[src/rtl/pipe_pkg.sv]
// Shared IF/ID pipeline types: NOP constant, stage state encoding, entry bundle.
package pipe_pkg;

  localparam int PKG_ADDR_W  = 64;
  localparam int PKG_INSTR_W = 32;

  localparam logic [PKG_INSTR_W-1:0] NOP_INSTR = 32'h0000_0013;

  typedef enum logic [1:0] {
    ST_EMPTY = 2'd0,
    ST_FULL  = 2'd1,
    ST_SKID  = 2'd2
  } state_e;

  typedef struct packed {
    logic [PKG_ADDR_W-1:0]  pc;
    logic [PKG_INSTR_W-1:0] instr;
    logic                   pred_taken;
  } if_id_entry_t;

endpackage

[src/rtl/if_id_skid_reg_if.sv]
// Valid/ready handshake carrying one IF/ID entry.
interface if_id_skid_reg_if;
  import pipe_pkg::*;

  logic         valid;
  logic         ready;
  if_id_entry_t data;

  modport master (output valid, output data, input ready);
  modport slave  (input valid, input data, output ready);

endinterface

[src/rtl/pipe_entry_reg.sv]
// Async-reset entry register; invalid or cleared slots hold the NOP payload.
module pipe_entry_reg
  import pipe_pkg::*;
#(
  parameter if_id_entry_t NOP_E = '{pc: '0, instr: NOP_INSTR, pred_taken: 1'b0}
) (
  input  logic         clk,
  input  logic         rst_n,
  input  logic         i_clr,
  input  logic         i_load,
  input  logic         i_vld,
  input  if_id_entry_t i_d,
  output if_id_entry_t o_q,
  output logic         o_vld
);

  if_id_entry_t r_q;
  logic         r_vld;

  always_ff @(posedge clk or negedge rst_n) begin
    if (!rst_n) begin
      r_q   <= NOP_E;
      r_vld <= 1'b0;
    end else if (i_clr) begin
      r_q   <= NOP_E;
      r_vld <= 1'b0;
    end else if (i_load) begin
      r_q   <= i_vld ? i_d : NOP_E;
      r_vld <= i_vld;
    end
  end

  assign o_q   = r_q;
  assign o_vld = r_vld;

endmodule

[src/rtl/if_id_skid_reg.sv]
// IF/ID stage register with flush and NOP fill.
// Define IF_ID_SKID_EN for the two-entry skid buffer with registered in_ready.
module if_id_skid_reg
  import pipe_pkg::*;
#(
  parameter int                 ADDR_W    = 64,
  parameter int                 INSTR_W   = 32,
  parameter logic [INSTR_W-1:0] NOP_INSTR = pipe_pkg::NOP_INSTR
) (
  input  logic                    clk,
  input  logic                    rst_n,
  input  logic                    flush,
  if_id_skid_reg_if.slave         in_if,
  if_id_skid_reg_if.master        out_if,
  output logic [1:0]              occupancy
);

  localparam logic [ADDR_W-1:0]  NOP_PC = '0;
  localparam if_id_entry_t       NOP_E  = '{
    pc: NOP_PC, instr: NOP_INSTR, pred_taken: 1'b0};

  state_e       r_state;
  state_e       w_nxt;
  logic         w_in_rdy;
  logic         w_fire_in;
  logic         w_fire_out;
  logic         w_m_ld;
  logic         w_m_vld;
  if_id_entry_t w_m_d;
  if_id_entry_t w_m_q;
  logic         w_m_q_vld;

  assign w_fire_in  = in_if.valid && w_in_rdy;
  assign w_fire_out = w_m_q_vld && out_if.ready;

  always_ff @(posedge clk or negedge rst_n) begin
    if (!rst_n) r_state <= ST_EMPTY;
    else        r_state <= w_nxt;
  end

  always_comb begin
    w_nxt = r_state;
    case (r_state)
      ST_EMPTY: if (w_fire_in) w_nxt = ST_FULL;
      ST_FULL: begin
`ifdef IF_ID_SKID_EN
        if (w_fire_in && !w_fire_out)      w_nxt = ST_SKID;
        else if (!w_fire_in && w_fire_out) w_nxt = ST_EMPTY;
`else
        if (!w_fire_in && w_fire_out)      w_nxt = ST_EMPTY;
`endif
      end
`ifdef IF_ID_SKID_EN
      ST_SKID:  if (w_fire_out) w_nxt = ST_FULL;
`endif
      default:  w_nxt = ST_EMPTY;
    endcase
    if (flush) w_nxt = ST_EMPTY;
  end

`ifdef IF_ID_SKID_EN
  logic         r_in_rdy;
  logic         w_s_ld;
  logic         w_s_vld;
  if_id_entry_t w_s_q;
  logic         w_s_q_vld;

  // Ready is a flop so fetch never sees a path from decode's ready.
  always_ff @(posedge clk or negedge rst_n) begin
    if (!rst_n) r_in_rdy <= 1'b1;
    else        r_in_rdy <= (w_nxt != ST_SKID);
  end

  assign w_in_rdy = r_in_rdy;

  pipe_entry_reg #(.NOP_E(NOP_E)) u_skid (
    .clk    (clk),
    .rst_n  (rst_n),
    .i_clr  (flush),
    .i_load (w_s_ld),
    .i_vld  (w_s_vld),
    .i_d    (in_if.data),
    .o_q    (w_s_q),
    .o_vld  (w_s_q_vld)
  );
`else
  assign w_in_rdy = !w_m_q_vld || out_if.ready;
`endif

  always_comb begin
    w_m_ld  = 1'b0;
    w_m_vld = 1'b0;
    w_m_d   = in_if.data;
`ifdef IF_ID_SKID_EN
    w_s_ld  = 1'b0;
    w_s_vld = 1'b0;
`endif
    unique case (1'b1)
      (r_state == ST_EMPTY): begin
        w_m_ld  = w_fire_in;
        w_m_vld = 1'b1;
      end
      (r_state == ST_FULL): begin
        if (w_fire_out) begin
          w_m_ld  = 1'b1;
          w_m_vld = w_fire_in;
        end
`ifdef IF_ID_SKID_EN
        else if (w_fire_in) begin
          w_s_ld  = 1'b1;
          w_s_vld = 1'b1;
        end
`endif
      end
`ifdef IF_ID_SKID_EN
      (r_state == ST_SKID): begin
        if (w_fire_out) begin
          w_m_ld  = 1'b1;
          w_m_d   = w_s_q;
          w_m_vld = w_s_q_vld;
          w_s_ld  = 1'b1;
        end
      end
`endif
      default: ;
    endcase
  end

  pipe_entry_reg #(.NOP_E(NOP_E)) u_main (
    .clk    (clk),
    .rst_n  (rst_n),
    .i_clr  (flush),
    .i_load (w_m_ld),
    .i_vld  (w_m_vld),
    .i_d    (w_m_d),
    .o_q    (w_m_q),
    .o_vld  (w_m_q_vld)
  );

  assign in_if.ready  = w_in_rdy;
  assign out_if.valid = w_m_q_vld;
  assign out_if.data  = w_m_q;

  assign occupancy = (r_state == ST_SKID) ? 2'd2 :
                     (r_state == ST_FULL) ? 2'd1 : 2'd0;

endmodule

[src/flat_wrapper.sv]
// flat-port wrapper written by rule: the top's interface ports become plain ports
module if_id_skid_reg_flat import pipe_pkg::*;
#(
  parameter int                 ADDR_W    = 64,
  parameter int                 INSTR_W   = 32,
  parameter logic [INSTR_W-1:0] NOP_INSTR = pipe_pkg::NOP_INSTR
)
  (clk, rst_n, flush, occupancy, in_if_valid, in_if_data, in_if_ready, out_if_valid, out_if_data, out_if_ready);
  if_id_skid_reg_if in_if_i ();
  if_id_skid_reg_if out_if_i ();
  input  logic clk;
  input  logic rst_n;
  input  logic flush;
  output logic [1:0] occupancy;
  input wire logic [$bits(in_if_i.valid)-1:0] in_if_valid;
  input wire logic [$bits(in_if_i.data)-1:0] in_if_data;
  output wire logic [$bits(in_if_i.ready)-1:0] in_if_ready;
  output wire logic [$bits(out_if_i.valid)-1:0] out_if_valid;
  output wire logic [$bits(out_if_i.data)-1:0] out_if_data;
  input wire logic [$bits(out_if_i.ready)-1:0] out_if_ready;
  assign in_if_i.valid = in_if_valid;
  assign in_if_i.data = in_if_data;
  assign in_if_ready = in_if_i.ready;
  assign out_if_valid = out_if_i.valid;
  assign out_if_data = out_if_i.data;
  assign out_if_i.ready = out_if_ready;
  if_id_skid_reg #(.ADDR_W(ADDR_W), .INSTR_W(INSTR_W), .NOP_INSTR(NOP_INSTR)) u_core (.clk(clk), .rst_n(rst_n), .flush(flush), .in_if(in_if_i), .out_if(out_if_i), .occupancy(occupancy));
endmodule
[config.mk]
export PLATFORM = sky130hd
export DESIGN_NAME = if_id_skid_reg_flat
export DESIGN_NICKNAME = d
export VERILOG_FILES = /design/src/rtl/pipe_pkg.sv /design/src/rtl/if_id_skid_reg_if.sv /design/src/rtl/pipe_entry_reg.sv /design/src/rtl/if_id_skid_reg.sv /design/src/flat_wrapper.sv
export SDC_FILE = /design/constraint.sdc
export NUM_CORES = 1
export LEC_CHECK = 0
export CORE_MARGIN = 2
export CORE_UTILIZATION = 39
export CTS_CLUSTER_SIZE = 20
export DETAILED_ROUTE_END_ITERATION = 8
export GPL_ROUTABILITY_DRIVEN = 0
export PLACE_DENSITY = 0.81
export SLEW_MARGIN = 10
export SYNTH_ARGS = -nofsm -noshare
export SYNTH_HDL_FRONTEND = slang
export SYNTH_HIERARCHICAL = 1
export SYNTH_SLANG_ARGS = --single-unit
[constraint.sdc]
create_clock -name clk -period 2.1 [get_ports clk]
set_clock_uncertainty 0.05 [all_clocks]
set_input_delay 0.315 -clock clk [delete_from_list [all_inputs] [get_ports clk]]
set_output_delay 0.315 -clock clk [all_outputs]
set_load 0.02 [all_outputs]
==> results.sh, run 1 <==
export IMPL_outcome="finished clean"
export IMPL_period_minus_slack_ns=1.94
export IMPL_cpPeakStageDelay_ns=0.61
export IMPL_clk_latency_ns=0.34
export IMPL_syn_nets=352
export IMPL_grt_pass1_vias=3202
export IMPL_cts_clk_slew_worst_paths_ns=0.09
export IMPL_async_flop_share=1.00
export IMPL_multi_input_comb_area_sq_um=1090
export IMPL_synth_edf_count=0
export IMPL_arrival_ns=1.58
export IMPL_vias=3105
export IMPL_dieArea_sq_um=10400
export IMPL_synthCells=250
export IMPL_ir_worst_vdd_v=0.000444
export IMPL_cts_tree="built"
export IMPL_worstHoldPathType="in2async"
export IMPL_die_y_um=102
export IMPL_intPower_mw=3.19
export IMPL_seqCellArea_sq_um=2480
export IMPL_place_detailed_instances=556
export IMPL_clkPwrFrac=0.262
export IMPL_finalMaxSlewViolations=0
export IMPL_antenna_found_initial=0
export IMPL_yosysTopAreaCell="dfrtp_1"
export IMPL_initial_core_util=0.403
export IMPL_cts_root_buf="clkbuf_8"
export IMPL_ant_nets=0
export IMPL_diodes=0
export IMPL_path_max_fanout=3
export IMPL_slowest_stage="clkdlybuf4s50_1"
export IMPL_synth_top_area_share=0.642
export IMPL_power_switching_mw=1.27
export IMPL_postSynthAreaPerCell_sq_um=15.0
export IMPL_period_share=0.924
export IMPL_clock_sinks=99
export IMPL_wl_mm=10.3
export IMPL_switching_share=0.285
export IMPL_drive_above_1_share=0.0677
export IMPL_worst_ep_required_time_ns=1.74
export IMPL_fill_cells=731
export IMPL_syn_area_sq_um=3740
export IMPL_core_rowCount=35
export IMPL_path_class="in2out"
export IMPL_dr_pass1_iters=5
export IMPL_final_nets=541
export IMPL_final_instance_count_excl_fill=572
export IMPL_crit_top_cell="clkdlybuf4s50_1"
export IMPL_core_sq_um=9280
export IMPL_final_hold_violation_count=0
export IMPL_grt_pass1_wl_mm=16.0
export IMPL_rsz0062_at_grt="false"
export IMPL_yosys_top_cells_area="dfrtp_1, a32o_1, dfstp_2, buf_2, buf_6"
export IMPL_fp_dieW_um=102
export IMPL_setup_viol=0
export IMPL_cap_viol_max_count=0
export IMPL_synth_flop_cell="dfrtp_1"
export IMPL_fin_setup_tns_ns=0
export IMPL_combPwrFrac=0.259
export IMPL_max_freq_ghz=0.515
export IMPL_critPathLaunchType="input port"
export IMPL_place_area_sq_um=5880
export IMPL_drc=0
export IMPL_numCtsBuffers=9
export IMPL_cts_setup_buffers=0
export IMPL_fin_ws_ns=0.159
export IMPL_end_kind="output port"
export IMPL_area_growth_pct=62.4
export IMPL_grtUsageTotal=0.194
export IMPL_finish_utilization=0.654
export IMPL_port_buffers=201
export IMPL_htreeDepth=3
export IMPL_post_route_cell_area_sq_um=6080
export IMPL_dpl_hpwl_mm=6.97
export IMPL_synth_distinct_cells=20
export IMPL_synth_most_common_cell="dfrtp_1"
export IMPL_grt_max_degree=94
export IMPL_crit_chain="clkdlybuf4s50_1 -> nand2b_1 -> clkdlybuf4s50_1"
export IMPL_dr_first_iter_drc_count=159
export IMPL_clock_path_buffers=2
export IMPL_overflow=0
export IMPL_r2r_setup_slack_ns=0.43
export IMPL_io_pins=203
export IMPL_seqPwrFrac=0.480
export IMPL_wire_per_inst_um=18.1
export IMPL_power_density_nw_per_um2=734
export IMPL_p_leak_nw=2.49
export IMPL_post_place_ws_ns=0.137
export IMPL_ys_warnings_count=6
export IMPL_vias_per_cell=5.43
export IMPL_yosysSeqAreaShare=0.663
export IMPL_synthTopCellsByCount="dfrtp_1, a32o_1, buf_2"
export IMPL_postSynthRegisterBits=99
==> final timing paths <==
kind | start | end | cells after the start
setup / recovery | out_if_ready | in_if_ready | 3
hold / removal | rst_n | u_core/u_main/o_q[55] | 2
setup reg to reg | u_core/r_state[0] | u_core/u_main/o_q[71] | 5
hold reg to reg | u_core/u_main/o_q[45] | u_core/u_main/o_q[45] | 1
max in group asynchronous | rst_n | u_core/u_main/o_q[28] | 3
min in group clk | in_if_data[2] | u_core/u_main/o_q[2] | 3
==> state kept, by name (all words and copies together) (netlist names) <==
register,cells
u_core/u_main/o_q,97
u_core/r_state,1
u_core/u_main/o_vld,1
==> cell families (layout without fill, tap and decap cells) <==
group	Yosys count	count (layout)	share of synthesized area
buffers and inverters	36	229	0.0522
multiplexers	3	3	0.00802
other	1	1	0.00100
flip-flops	99	99	0.663
AND/OR/NAND/NOR	13	13	0.0174
AO/OA/AOI/OAI	98	98	0.258
==> worst max-delay path: cells and delay by family <==
family | cells | cell delay (ns)
buf+inv | 2 | 1.12
simple gates | 1 | 0.14
==> cells in the final DEF (no fill, tap or decap) <==
cell               n
nand2b_1           2
nor2_4             1
mux2i_1            3
a21oi_1            1
nor2_1             2
clkbuf_1           2
a31oi_1            3
a32o_1            93
buf_12             5
conb_1             1
buf_4              5
nand2_1            1
nor3_1             3
dfrtp_1           96
nand3_1            2
dlygate4sd3_1      1
clkdlybuf4s50_1  200
dfstp_2            3
inv_1              3
bufinv_16          1
nor2b_4            2
clkinvlp_4         3
clkbuf_8           9
a211oi_2           1
==> power groups by stage <==
stage,combinational [mW],sequential (mW),clock [mW]
finish,1.15,2.14,1.17
global route,1.23,2.16,1.30
CTS,1.17,2.14,1.21
detailed placement,1.16,2.18,0
global placement,1.14,2.17,0
floorplan,0.334,2.36,0
==> timing repair <==
action                    4_1_cts  5_1_grt
gates resized for setup         0        0
hold endpoints to repair       25        0
hold buffers                    1        0
==> metal layers <==
layer | GRT usage | part of all wire | up-vias
li1 | - | - | 1405
met1 | 0.251 | 0.40 | 1555
met2 | 0.321 | 0.50 | 132
met3 | 0.0547 | 0.082 | 13
met4 | 0.0595 | 0.014 | 0
met5 | 0 | 0 | -
==> metrics by stage <==
stage	hold WS, ns	power [mW]
2_1_floorplan	-0.0306	2.69
3_3_place_gp	0.199	3.31
3_5_place_dp	0.204	3.34
4_1_cts	0.380	4.52
5_1_grt	0.417	4.69
6_report	0.394	4.46
==> area by class of cell <==
class,instances,share of cell area
Sequential cell,99,0.408
Clock inverter,4,0.00865
Multi-Input combinational cell,115,0.179
Timing Repair Buffer,211,0.354
Tap cell,129,0.0266
Clock buffer,11,0.0216
Inverter,3,0.00185
Note: power is estimated with default switching activity, not from simulation.
==> inputs of run 2 (changes only) <==
--- a/config.mk
+++ b/config.mk
@@ -5,12 +5,14 @@
 export SDC_FILE = /design/constraint.sdc
 export NUM_CORES = 1
 export LEC_CHECK = 0
-export CORE_MARGIN = 2
-export CORE_UTILIZATION = 39
+export CELL_PAD_IN_SITES_DETAIL_PLACEMENT = 1
+export CELL_PAD_IN_SITES_GLOBAL_PLACEMENT = 1
+export CORE_MARGIN = 5
+export CORE_UTILIZATION = 30
 export CTS_CLUSTER_SIZE = 20
 export DETAILED_ROUTE_END_ITERATION = 8
 export GPL_ROUTABILITY_DRIVEN = 0
-export PLACE_DENSITY = 0.81
+export PLACE_DENSITY = 0.82
 export SLEW_MARGIN = 10
 export SYNTH_ARGS = -nofsm -noshare
 export SYNTH_HDL_FRONTEND = slang
==> run 2 against run 1 <==
- via count up 2.1%
- final cell count up 6.8%
- highest routed layer unchanged
- first-iteration DRC count up 46%
- wire length up 21%
- clock power up 50%
- flip-flop and latch count unchanged
- global-route usage down 2.5 points
- maximum frequency down 0.95%
- power up 14%
- hold slack better by 0.047 ns
==> results.sh, run 2 (same netlist as run 1, synthesis figures left out) <==
export IMPL_outcome="finished clean"
export IMPL_numCtsBuffers=9
export IMPL_drive_above_1_share=0.0722
export IMPL_setup_viol=0
export IMPL_drc=0
export IMPL_tightestPinTransition_ns=0.562
export IMPL_critPathLaunchType="input port"
export IMPL_final_cell_mix="clkdlybuf4s50_1, dfrtp_1, a32o_1, clkbuf_16, buf_12"
export IMPL_min_from="u_core/u_main/o_q[45]"
export IMPL_worst_ep_required_time_ns=1.74
export IMPL_end_kind="output port"
export IMPL_io_pins=203
export IMPL_rsz0062_at_grt="false"
export IMPL_r2r_cells=5
export IMPL_path_max_fanout=3
export IMPL_antenna_found_initial=0
export IMPL_cts_clk_slew_worst_paths_ns=0.07
export IMPL_vias_per_cell=5.19
export IMPL_hold_path_end="u_core/u_main/o_q[45]"
export IMPL_fill_cells=1230
export IMPL_grt_pass1_wl_mm=19.7
export IMPL_grt_pass1_vias=3483
export IMPL_final_hold_violation_count=0
export IMPL_core_sq_um=12100
export IMPL_holdPathStages=1
export IMPL_seqCellArea_sq_um=2480
export IMPL_die_y_um=122
export IMPL_clock_sinks=99
export IMPL_cts_root_buf="clkbuf_16"
export IMPL_r2r_setup_slack_ns=0.50
export IMPL_finish_utilization=0.519
export IMPL_ant_nets=0
export IMPL_r2r_end="u_core/u_main/o_q[62]"
export IMPL_slew_headroom=0.625
export IMPL_clock_path_buffers=2
export IMPL_overflow=0
export IMPL_ir_worst_vdd_v=0.000361
export IMPL_max_freq_ghz=0.510
export IMPL_p_leak_nw=2.57
export IMPL_mostFrequentLayoutCell="clkdlybuf4s50_1"
export IMPL_cap_viol_max_count=0
export IMPL_period_minus_slack_ns=1.96
export IMPL_dpl_hpwl_mm=8.82
export IMPL_power_density_nw_per_um2=811
export IMPL_dieArea_sq_um=14800
export IMPL_diodes=0
export IMPL_initial_core_util=0.309
export IMPL_wl_mm=12.5
export IMPL_final_nets=540
export IMPL_crit_path_start="out_if_ready"
export IMPL_fp_dieW_um=122
export IMPL_rr_startpoint="u_core/r_state[0]"
export IMPL_htreeDepth=3
export IMPL_grt_max_degree=100
export IMPL_grtUsageTotal=0.170
export IMPL_clk_latency_ns=0.34
export IMPL_worstHoldPathType="reg2reg"
export IMPL_port_buffers=201
export IMPL_wire_per_inst_um=20.4
export IMPL_dr_pass1_iters=4
export IMPL_multi_input_comb_area_sq_um=1090
export IMPL_largest_reg_flops=97
export IMPL_arrival_ns=1.59
export IMPL_cts_tree="built"
export IMPL_dr_first_iter_drc_count=232
export IMPL_vias=3170
export IMPL_core_rowCount=40
export IMPL_area_growth_pct=67.9
export IMPL_finalMaxSlewViolations=0
export IMPL_path_class="in2out"
export IMPL_period_share=0.933
export IMPL_fin_setup_tns_ns=0
[run 2: changes by cell type in the layout (fill, tap and decap cells not counted)]
| cell | previous run | this run |
|---|---|---|
| buf_12 | 5 | 7 |
| clkinv_4 | 0 | 1 |
| clkinv_2 | 0 | 1 |
| clkbuf_1 | 2 | 0 |
| buf_4 | 5 | 2 |
| clkbuf_16 | 0 | 9 |
| clkinvlp_4 | 3 | 0 |
| clkbuf_8 | 9 | 4 |
[run 2: area by class of cell]
type                       instances  share of cell area
clock inverter                     3             0.00697
inverter                           3             0.00179
clock buffer                      13              0.0446
multi-input combinational        115               0.173
timing repair buffer             210               0.345
tap                              168              0.0335
sequential                        99               0.395
[run 2: metal layers]
metal	global-route usage	wire length [um]	vias to the layer above
li1	-	-	1404
met1	0.202	4900	1615
met2	0.286	6310	141
met3	0.0645	1140	10
met4	0.0511	148	0
met5	0	0	-
[run 2: what timing repair did]
action                    4_1_cts  5_1_grt
hold endpoints to repair        0        3
buffers inserted                0        0
gates resized for setup         0        0
hold buffers                    0        1
[run 2: critical path: stages]
cell,delay (ns)
clkdlybuf4s50_1,0.51
nand2b_1,0.15
clkdlybuf4s50_1,0.62
[run 2: worst max path at each step]
stage                                  to  slack, ns  cells past startpoint
finish                        in_if_ready       0.14                      3
global route                  in_if_ready       0.11                      3
CTS                           in_if_ready       0.14                      3
detailed placement  u_core/u_main/o_q[49]       0.12                      6
global placement              in_if_ready       0.15                      3
floorplan           u_core/u_main/o_q[10]       0.34                      5
[run 2: power breakdown]
group | switching (mW) | internal [mW]
logic | 0.587 | 0.596
registers | 0.0896 | 2.06
clock network | 0.710 | 1.05
[run 2: stage by stage]
step           hold slack, ns  setup slack (ns)  instances  cell area (sq um)  power (mW)
2_1_floorplan         -0.0306             0.342        250               3740        2.69
3_3_place_gp            0.365             0.154        594               5950        3.34
3_5_place_dp            0.377             0.123        594               5950        3.38
4_1_cts               0.00228             0.141        610               6270        5.16
5_1_grt                 0.449             0.113        611               6280        5.33
6_report                0.441             0.140        611               6280        5.09
